<file path="src/rtl/mouse_position_tracker.sv">
// -----------------------------------------------------------------------------
// mouse_position_tracker
//
// Assembles 3-byte PS/2 mouse packets (header, dx, dy) and integrates the
// relative motion into an absolute, screen-clamped cursor position.
//
// Parameters
//   X_MAX, Y_MAX     rightmost column / bottom row in pixels
//   X_INIT, Y_INIT   cursor position after reset
//   TIMEOUT_CYCLES   max clk cycles allowed between bytes of one packet
//
// Ports
//   clk         system clock, rising edge
//   rst_n       asynchronous active-low reset
//   byte_valid  one-cycle strobe qualifying byte_data
//   byte_data   received PS/2 byte
//   x_mouse     cursor X, unsigned Q20.12 (fraction always zero)
//   y_mouse     cursor Y, unsigned Q20.12, grows downward
//   buttons     {middle, right, left} from the last accepted packet
//   pos_valid   one-cycle pulse when position/buttons were just updated
//   sync_error  one-cycle pulse on a discarded byte or a timed-out packet
// -----------------------------------------------------------------------------
module mouse_position_tracker #(
    parameter int X_MAX          = 639,
    parameter int Y_MAX          = 479,
    parameter int X_INIT         = 320,
    parameter int Y_INIT         = 240,
    parameter int TIMEOUT_CYCLES = 100000
) (
    input  logic        clk,
    input  logic        rst_n,
    input  logic        byte_valid,
    input  logic [7:0]  byte_data,
    output logic [31:0] x_mouse,
    output logic [31:0] y_mouse,
    output logic [2:0]  buttons,
    output logic        pos_valid,
    output logic        sync_error
);

    localparam int CNT_W = $clog2(TIMEOUT_CYCLES + 1);
    localparam logic signed [21:0] X_MAX_S = 22'(X_MAX);
    localparam logic signed [21:0] Y_MAX_S = 22'(Y_MAX);

    typedef enum logic [1:0] {
        IDLE = 2'd0,
        GOT0 = 2'd1,
        GOT1 = 2'd2
    } state_t;

    state_t            state_r, state_s, eff_state_s;
    logic [CNT_W-1:0]  cnt_r, cnt_s;
    // Header with the always-one sync bit dropped:
    // [6] Y ovf, [5] X ovf, [4] Y sign, [3] X sign, [2:0] {middle, right, left}
    logic [6:0]        hdr_r, hdr_s;
    logic [7:0]        dx_r, dx_s;
    logic [7:0]        dy_r, dy_s;
    logic              upd_r, upd_s;
    logic              sync_err_s;
    logic              timeout_s;

    logic [19:0]       x_pix_r, y_pix_r;
    logic [2:0]        buttons_r;
    logic              pos_valid_r, sync_error_r;

    logic signed [21:0] dx_ext_s, dy_ext_s;
    logic signed [21:0] x_sum_s, y_sum_s;
    logic [19:0]        x_new_s, y_new_s;

    // Packet assembly: next state, byte latches, inter-byte timeout counter.
    always_comb begin
        state_s    = state_r;
        cnt_s      = cnt_r;
        hdr_s      = hdr_r;
        dx_s       = dx_r;
        dy_s       = dy_r;
        upd_s      = 1'b0;
        sync_err_s = 1'b0;
        timeout_s  = (state_r != IDLE) && (cnt_r == CNT_W'(TIMEOUT_CYCLES));

        // A timeout drops the partial packet and lets a coincident byte be
        // judged as a fresh byte0 in the very same cycle.
        if (timeout_s) begin
            eff_state_s = IDLE;
            sync_err_s  = 1'b1;
        end else begin
            eff_state_s = state_r;
        end

        case (eff_state_s)
            IDLE: begin
                state_s = IDLE;
                cnt_s   = {CNT_W{1'b0}};
                if (byte_valid) begin
                    if (byte_data[3]) begin
                        hdr_s   = {byte_data[7:4], byte_data[2:0]};
                        state_s = GOT0;
                    end else begin
                        sync_err_s = 1'b1;
                    end
                end else begin
                    state_s = IDLE;
                end
            end
            GOT0: begin
                if (byte_valid) begin
                    dx_s    = byte_data;
                    cnt_s   = {CNT_W{1'b0}};
                    state_s = GOT1;
                end else begin
                    cnt_s = cnt_r + CNT_W'(1);
                end
            end
            GOT1: begin
                if (byte_valid) begin
                    dy_s    = byte_data;
                    cnt_s   = {CNT_W{1'b0}};
                    state_s = IDLE;
                    upd_s   = 1'b1;
                end else begin
                    cnt_s = cnt_r + CNT_W'(1);
                end
            end
            default: begin
                state_s = IDLE;
                cnt_s   = {CNT_W{1'b0}};
            end
        endcase
    end

    // Packet assembly state registers.
    always_ff @(posedge clk or negedge rst_n) begin
        if (!rst_n) begin
            state_r <= IDLE;
            cnt_r   <= {CNT_W{1'b0}};
            hdr_r   <= 7'd0;
            dx_r    <= 8'd0;
            dy_r    <= 8'd0;
            upd_r   <= 1'b0;
        end else begin
            state_r <= state_s;
            cnt_r   <= cnt_s;
            hdr_r   <= hdr_s;
            dx_r    <= dx_s;
            dy_r    <= dy_s;
            upd_r   <= upd_s;
        end
    end

    // Signed motion and clamped new position; wide enough that no sum wraps.
    always_comb begin
        if (hdr_r[5]) begin
            dx_ext_s = 22'sd0;
        end else begin
            dx_ext_s = {{13{hdr_r[3]}}, hdr_r[3], dx_r};
        end
        if (hdr_r[6]) begin
            dy_ext_s = 22'sd0;
        end else begin
            dy_ext_s = {{13{hdr_r[4]}}, hdr_r[4], dy_r};
        end

        // PS/2 Y is up-positive, screen Y is down-positive.
        x_sum_s = $signed({2'b00, x_pix_r}) + dx_ext_s;
        y_sum_s = $signed({2'b00, y_pix_r}) - dy_ext_s;

        if (x_sum_s < 22'sd0) begin
            x_new_s = 20'd0;
        end else if (x_sum_s > X_MAX_S) begin
            x_new_s = X_MAX_S[19:0];
        end else begin
            x_new_s = x_sum_s[19:0];
        end

        if (y_sum_s < 22'sd0) begin
            y_new_s = 20'd0;
        end else if (y_sum_s > Y_MAX_S) begin
            y_new_s = Y_MAX_S[19:0];
        end else begin
            y_new_s = y_sum_s[19:0];
        end
    end

    // Output registers: position/buttons update one cycle after byte2.
    always_ff @(posedge clk or negedge rst_n) begin
        if (!rst_n) begin
            x_pix_r      <= 20'(X_INIT);
            y_pix_r      <= 20'(Y_INIT);
            buttons_r    <= 3'd0;
            pos_valid_r  <= 1'b0;
            sync_error_r <= 1'b0;
        end else begin
            pos_valid_r  <= upd_r;
            sync_error_r <= sync_err_s;
            if (upd_r) begin
                x_pix_r   <= x_new_s;
                y_pix_r   <= y_new_s;
                buttons_r <= hdr_r[2:0];
            end else begin
                x_pix_r   <= x_pix_r;
                y_pix_r   <= y_pix_r;
                buttons_r <= buttons_r;
            end
        end
    end

    assign x_mouse    = {x_pix_r, 12'h000};
    assign y_mouse    = {y_pix_r, 12'h000};
    assign buttons    = buttons_r;
    assign pos_valid  = pos_valid_r;
    assign sync_error = sync_error_r;

endmodule

</file>
<file path="config.mk">
export PLATFORM = sky130hd
export DESIGN_NAME = mouse_position_tracker
export DESIGN_NICKNAME = d
export VERILOG_FILES = /design/src/rtl/mouse_position_tracker.sv
export SDC_FILE = /design/constraint.sdc
export NUM_CORES = 1
export LEC_CHECK = 0
export CAP_MARGIN = 10
export CORE_ASPECT_RATIO = 0.5
export CORE_MARGIN = 8
export CORE_UTILIZATION = 55
export DETAILED_ROUTE_END_ITERATION = 16
export PLACE_DENSITY_LB_ADDON = 0.25
export SYNTH_ARGS = -nofsm -noshare
export SYNTH_HDL_FRONTEND = slang
export SYNTH_SLANG_ARGS = --single-unit
</file>
<file path="constraint.sdc">
create_clock -name clk -period 4 [get_ports clk]
set_clock_uncertainty 0.05 [all_clocks]
set_input_delay 0.6 -clock clk [delete_from_list [all_inputs] [get_ports clk]]
set_output_delay 0.6 -clock clk [all_outputs]
set_load 0.02 [all_outputs]
</file>
==> flow_metrics.tcl, run 1 <==
set metrics [dict create \
    status "complete, no violations" \
    synth_cells 636 \
    layout_area_growth_over_synthesis_pct 15.7 \
    post-synth-top-count-cell "dfrtp_1" \
    cts_resized 0 \
    htree_num_levels 3 \
    gpl.final_weighted_congestion 0.962 \
    routed-via-count 4902 \
    insertedDiodeCount 0 \
    number_of_buffers_created_by_cts 9 \
    min_period_over_period_pct 91.9 \
    multi_input_comb_area_mm2 0.00354 \
    fill_cells 901 \
    detail-route-antenna-nets 0 \
    finalSetupTns_ps 0 \
    floorplan.die_area_mm2 0.0148 \
    maximum_number_of_pins_on_one_net_before_global_route_repair 76 \
    worst_setup_path_end_kind "flip-flop" \
    post_drt_via_cell_ratio 5.84 \
    cp_data_required_time_ps 4180 \
    die_x_um 164 \
    cell_area_after_synthesis_mm2 0.00603 \
    clkSinkCount 88 \
    synth_cell_types 80 \
    timing.final.setup_violations 0 \
    whs_ps 340 \
    power_density_mw_per_mm2 664 \
    grt_remaining_overflow 0 \
    num-nets-final 737 \
    power_report.internal_total_mw 2.75 \
    synth_enable_flop_cells 0 \
    r2r_slack_ps 330 \
    postSynth.asyncResetShare_pct 100 \
    totalPowerFinal_mw 4.64 \
    pwr-share-clk_pct 20.2 \
    grt_use_total_pct 18.5 \
    finish.utilization_pct 64.4 \
    io_buffers 55 \
    place_worst_setup_slack_ps 324 \
    clk_root_buffer_cell "clkbuf_16" \
    critical_path.reg2reg.startpoint "hdr_r[6]$_DFFE_PN0P_" \
    synth_top_area_share_pct 34.0 \
    ioPinCount 80 \
    area.sequential_mm2 0.00221 \
    cp.arrival_ps 3850 \
    ys_seq_elements 88 \
    fin_area_mm2 0.00698 \
    placeableCoreArea_mm2 0.0108 \
    dpl.hpwl_mm 9.99 \
    cts_hold_buffers_added 0 \
    hold_violations 0 \
    yosysWarnings 0 \
    tritoncts "yes" \
    critical_path.reg2reg.endpoint "y_pix_r[1]$_DFFE_PN0P_" \
    r2r.worst_path.cells 11 \
    final_period_minus_worst_setup_slack_ps 3670 \
    hold_path_class "primary input to async pin" \
    synth_sequential_area_ratio_pct 36.6 \
    slew_viol_final 0 \
    cts.repair_timing.setup_buffer_count 0 \
    drtPass1Iterations 4 \
    pwr-share-comb_pct 52.3 \
    slew_worst_pin_ps 936 \
    relSlewSlack_pct 37.6 \
    worst_skew_pair.late_latency_ps 340 \
    finish.cell_count_without_fillers 839 \
    top_achievable_clock_speed_mhz 272 \
    finalWirelength_mm 13.8 \
    die_height_um 90.1 \
    grt_pass1_vias 4587 \
    timing.setup.critical_path_class "flip-flop to flip-flop" \
    initial_util_pct 55.6 \
    fp-row-count 27 \
    synth_flop_cell "dfrtp_1" \
    cap_violations 0 \
    placed_cell_area_mm2 0.00665 \
    post_drt_wl_per_cell_um 16.5 \
    dpl.cell_count 823 \
    drt_drc_violations_left 0 \
    path_clk_slew_ps 70 \
    unrepaired_setup_endpoints_after_global_routing "false" \
    critPathLaunchType "flip-flop" \
    grt_antenna_before_repair 0 \
    power_switching_mw 1.88 \
    power_leakage_nw 3.18 \
    yosys-top-cells-area "dfrtp_1 (34%), ha_1 (7.3%), mux2_2 (4.9%)" \
    seq_power_share_pct 27.5 \
    synthesis.area_per_instance_um2 9.49 \
    timing.final.ws_setup_ps 325 \
    vdd_drop_max_v 0.000292 \
    critical_path_peak_fanout 11 \
    synth_top_area_cell "dfrtp_1" \
    drive_gt1_share_pct 11.0 \
    global_route_wire_length_before_repair_mm 22.7 \
    cts_buffer_depth 2 \
    power_switching_share_pct 40.6 \
    drt_first_iter_violations 336 \
    ys_top_cells_by_count "dfrtp_1 (82), nor2_1 (48), nand2_1 (36)" \
]
## how the worst max path moves through the flow
| stage | cells after the start | slack [ps] | start | endpoint |
|---|---|---|---|---|
| finish | 11 | 330 | hdr_r[6]$_DFFE_PN0P_ | y_pix_r[1]$_DFFE_PN0P_ |
| global placement | 11 | 380 | hdr_r[6]$_DFFE_PN0P_ | y_pix_r[1]$_DFFE_PN0P_ |
| detailed placement | 11 | 320 | hdr_r[6]$_DFFE_PN0P_ | y_pix_r[1]$_DFFE_PN0P_ |
| CTS | 11 | 320 | hdr_r[6]$_DFFE_PN0P_ | y_pix_r[1]$_DFFE_PN0P_ |
| global route | 11 | 80 | hdr_r[6]$_DFFE_PN0P_ | y_pix_r[8]$_DFFE_PN0P_ |
| floorplan | 12 | 380 | hdr_r[6]$_DFFE_PN0P_ | y_pix_r[5]$_DFFE_PN1P_ |
## registers in the layout, summed over array words and instances, names as in the netlist
register and count:
upd_r 1, cnt_r 17, dy_r 8, dx_r 8, y_pix_r 20, hdr_r 7
sync_error 1, buttons 3, x_pix_r 20, pos_valid 1, state_r 2
## cell usage in the layout, fill, tap and decap left out, types with 22 or more instances in the layout
master | synthesis | routed
conb_1 | 1 | 24
nand3_1 | 22 | 22
clkdlybuf4s50_1 | 0 | 54
nor2b_1 | 33 | 33
nor2_1 | 48 | 48
inv_1 | 26 | 26
ha_1 | 35 | 35
nand2_1 | 36 | 36
mux2_2 | 26 | 26
a21oi_1 | 24 | 24
dfrtp_1 | 82 | 82
## power groups by stage
stage	Combinational (mW)	Clock, mW	Sequential, mW
finish	2.43	0.936	1.28
global route	2.67	0.988	1.31
CTS	2.41	0.958	1.28
detailed placement	2.40	0	1.29
global placement	2.37	0	1.29
floorplan	1.69	0	1.36
## logic make-up after synthesis
logic type / share of synthesized area, %
buf+inv: 6.06
mux: 5.54
fa+ha+maj: 7.92
other cells: 0.0622
xor+xnor: 5.16
compound gates: 19.3
simple gates: 19.3
flops: 36.6
## final cells by class
class / count / area share [%]
multi-input cells: 499 / 50.8
flip-flops and latches: 88 / 31.6
repair buffers: 64 / 8.82
clock buffers: 9 / 3.23
well taps: 145 / 2.60
clock inverters: 7 / 1.49
inverters: 27 / 1.45
## critical path, cell delays in order (launching register included)
cell and delay (ps):
dfrtp_1 370, nand2b_1 390, ha_1 490, a21o_1 250
a21o_1 180, a21o_1 170, a2111o_1 440, a221oi_2 180
nand4_1 130, nor4_2 340, a31oi_2 250, a221o_1 310
## metal layers
metal	global-route usage (%)	up-vias	wire, um
met5	0	-	0
li1	-	2395	-
met1	25.7	2340	6610
met3	4.28	20	868
met4	5.04	0	202
met2	28.4	147	6150
No activity file was read; power rests on OpenSTA's default activity.
==> inputs of run 2 (changes only) <==
--- a/config.mk
+++ b/config.mk
@@ -7,7 +7,6 @@
 export LEC_CHECK = 0
 export CAP_MARGIN = 10
 export CORE_ASPECT_RATIO = 0.5
-export CORE_MARGIN = 8
 export CORE_UTILIZATION = 55
 export DETAILED_ROUTE_END_ITERATION = 16
 export PLACE_DENSITY_LB_ADDON = 0.25
==> constraint.sdc (replaced) <==
create_clock -name clk -period 4.15 [get_ports clk]
set_clock_uncertainty 0.05 [all_clocks]
set_input_delay 0.6225 -clock clk [delete_from_list [all_inputs] [get_ports clk]]
set_output_delay 0.6225 -clock clk [all_outputs]
set_load 0.02 [all_outputs]
==> run 2 against run 1 <==
Critical endpoint is now x_pix_r[9]$_DFFE_PN0P_; utilization is 2.0 points higher; largest power group unchanged; largest cell class unchanged; total power fell by 6.0%; sequential cell count is the same; via count rose by 0.10%; wire length fell by 2.9%; sequential share of layout area rose by 0.23 points; critical path type unchanged; worst hold slack worse by 39 ps.
==> flow_metrics.tcl, run 2 (synthesis results as in run 1) <==
set metrics [dict create \
    path_clk_slew_ps 70 \
    timing.final.ws_setup_ps 363 \
    grt.met3_usage_pct 4.85 \
    clkSinkCount 88 \
    floorplan.die_area_mm2 0.0114 \
    timing.final.setup_violations 0 \
    initial_util_pct 57.8 \
    mostFrequentLayoutCell "dfrtp_1" \
    tritoncts "yes" \
    drtPass1Iterations 5 \
    drive_gt1_share_pct 10.7 \
    grt_remaining_overflow 0 \
    maximum_number_of_pins_on_one_net_before_global_route_repair 62 \
    slew_worst_pin_ps 776 \
    power_leakage_nw 3.16 \
    setup.worst_path.start "hdr_r[5]$_DFFE_PN0P_" \
    cts.repair_timing.setup_buffer_count 0 \
    multi_input_comb_area_mm2 0.00354 \
    relSlewSlack_pct 48.3 \
    critical_path.reg2reg.startpoint "hdr_r[5]$_DFFE_PN0P_" \
    gr-usage-met1_pct 34.9 \
    cts_hold_buffers_added 0 \
    htree_num_levels 3 \
    unrepaired_setup_endpoints_after_global_routing "false" \
    drt_drc_violations_left 0 \
    critical_path_peak_fanout 12 \
    worst_setup_path_end_kind "flip-flop" \
    hold_path_class "primary input to async pin" \
    drt_first_iter_violations 211 \
    met2_usage_pct 38.9 \
    dpl.hpwl_mm 9.86 \
    final_period_minus_worst_setup_slack_ps 3790 \
    ioPinCount 80 \
    totalPowerFinal_mw 4.36 \
    global_route_wire_length_before_repair_mm 22.3 \
    number_of_buffers_created_by_cts 9 \
    clk_root_buffer_cell "clkbuf_16" \
    cap_violations 0 \
    placeableCoreArea_mm2 0.0104 \
    layout_top_registers "x_pix_r: 20 flops, y_pix_r: 20 flops, cnt_r: 17 flops" \
    hold_violations 0 \
    top_achievable_clock_speed_mhz 264 \
    dpl.cell_count 816 \
    status "complete, no violations" \
    die_x_um 150 \
    grt_pass1_vias 4427 \
    vdd_drop_max_v 0.000266 \
    die_height_um 76.1 \
    grt_antenna_before_repair 0 \
    cts_buffer_depth 2 \
    power_density_mw_per_mm2 629 \
    finish.cell_count_without_fillers 832 \
    gpl.final_weighted_congestion 0.900 \
    routed-via-count 4907 \
    io_buffers 55 \
    fp-row-count 26 \
    timing.setup.critical_path_class "flip-flop to flip-flop" \
    num-nets-final 735 \
    cp.arrival_ps 3960 \
    critPathLaunchType "flip-flop" \
    finalWirelength_mm 13.4 \
    post_drt_via_cell_ratio 5.90 \
    place_worst_setup_slack_ps 399 \
    global_route.peak_usage_layer "met2" \
    cts_resized 0 \
    grt_use_total_pct 24.7 \
    insertedDiodeCount 0 \
    layout_area_growth_over_synthesis_pct 14.9 \
    post_drt_wl_per_cell_um 16.1 \
    mostFrequentLayoutCells "dfrtp_1 (82), clkdlybuf4s50_1 (54), nor2_1 (48)" \
    worst_skew_pair.late_latency_ps 350 \
    slew_viol_final 0 \
    min_period_over_period_pct 91.3 \
    finalSetupTns_ps 0 \
    detail-route-antenna-nets 0 \
    cp_data_required_time_ps 4330 \
    area.sequential_mm2 0.00221 \
    fill_cells 874 \
]
-- run 2: report_power, final --
part	internal [mW]	switching (mW)
Sequential	1.06	0.178
Combinational	1.04	1.26
Clock	0.425	0.383
Total	2.53	1.83
-- run 2: worst max-delay path, stage by stage (launching register included) --
cell and delay [ps]:
dfrtp_1 520, nor2b_1 90, ha_1 230, fa_1 430, a21oi_2 160, o21bai_1 130
nor4b_4 500, nor4_1 150, or3_1 370, a221oi_1 280, and4_1 300, a21boi_2 130
a311o_1 330
-- run 2: worst paths after layout --
check	to	cells after the start	slack, ps
worst max register to register	x_pix_r[9]$_DFFE_PN0P_	12	360
max in group asynchronous	x_pix_r[6]$_DFFE_PN1P_	2	2830
worst max-delay path	x_pix_r[9]$_DFFE_PN0P_	12	360
min in group clk	cnt_r[0]$_DFF_PN0_	1	440
worst min register to register	cnt_r[0]$_DFF_PN0_	1	440
worst min-delay path	y_pix_r[13]$_DFFE_PN0P_	1	300
-- run 2: routing by layer --
layer,up-vias,share of wire (%)
li1,2388,-
met1,2369,49
met2,131,46
met3,19,4.5
met4,0,1.3
met5,-,0
-- run 2: final cells by class --
cell class | instances | share of cell area (%)
Clock buffer | 9 | 3.25
Clock inverter | 7 | 1.07
Inverter | 27 | 1.46
Multi-Input combinational cell | 499 | 51.1
Sequential cell | 88 | 31.9
Tap cell | 140 | 2.53
Timing Repair Buffer | 62 | 8.67
-- run 2: through the flow --
step	area, um2	util (%)	hold slack [ps]
final	6930	66.4	301
after global routing	6930	66.4	366
after CTS	6930	66.4	328
after detailed placement	6630	63.5	435
after global placement	6630	63.5	416
after floorplan	6120	-	277
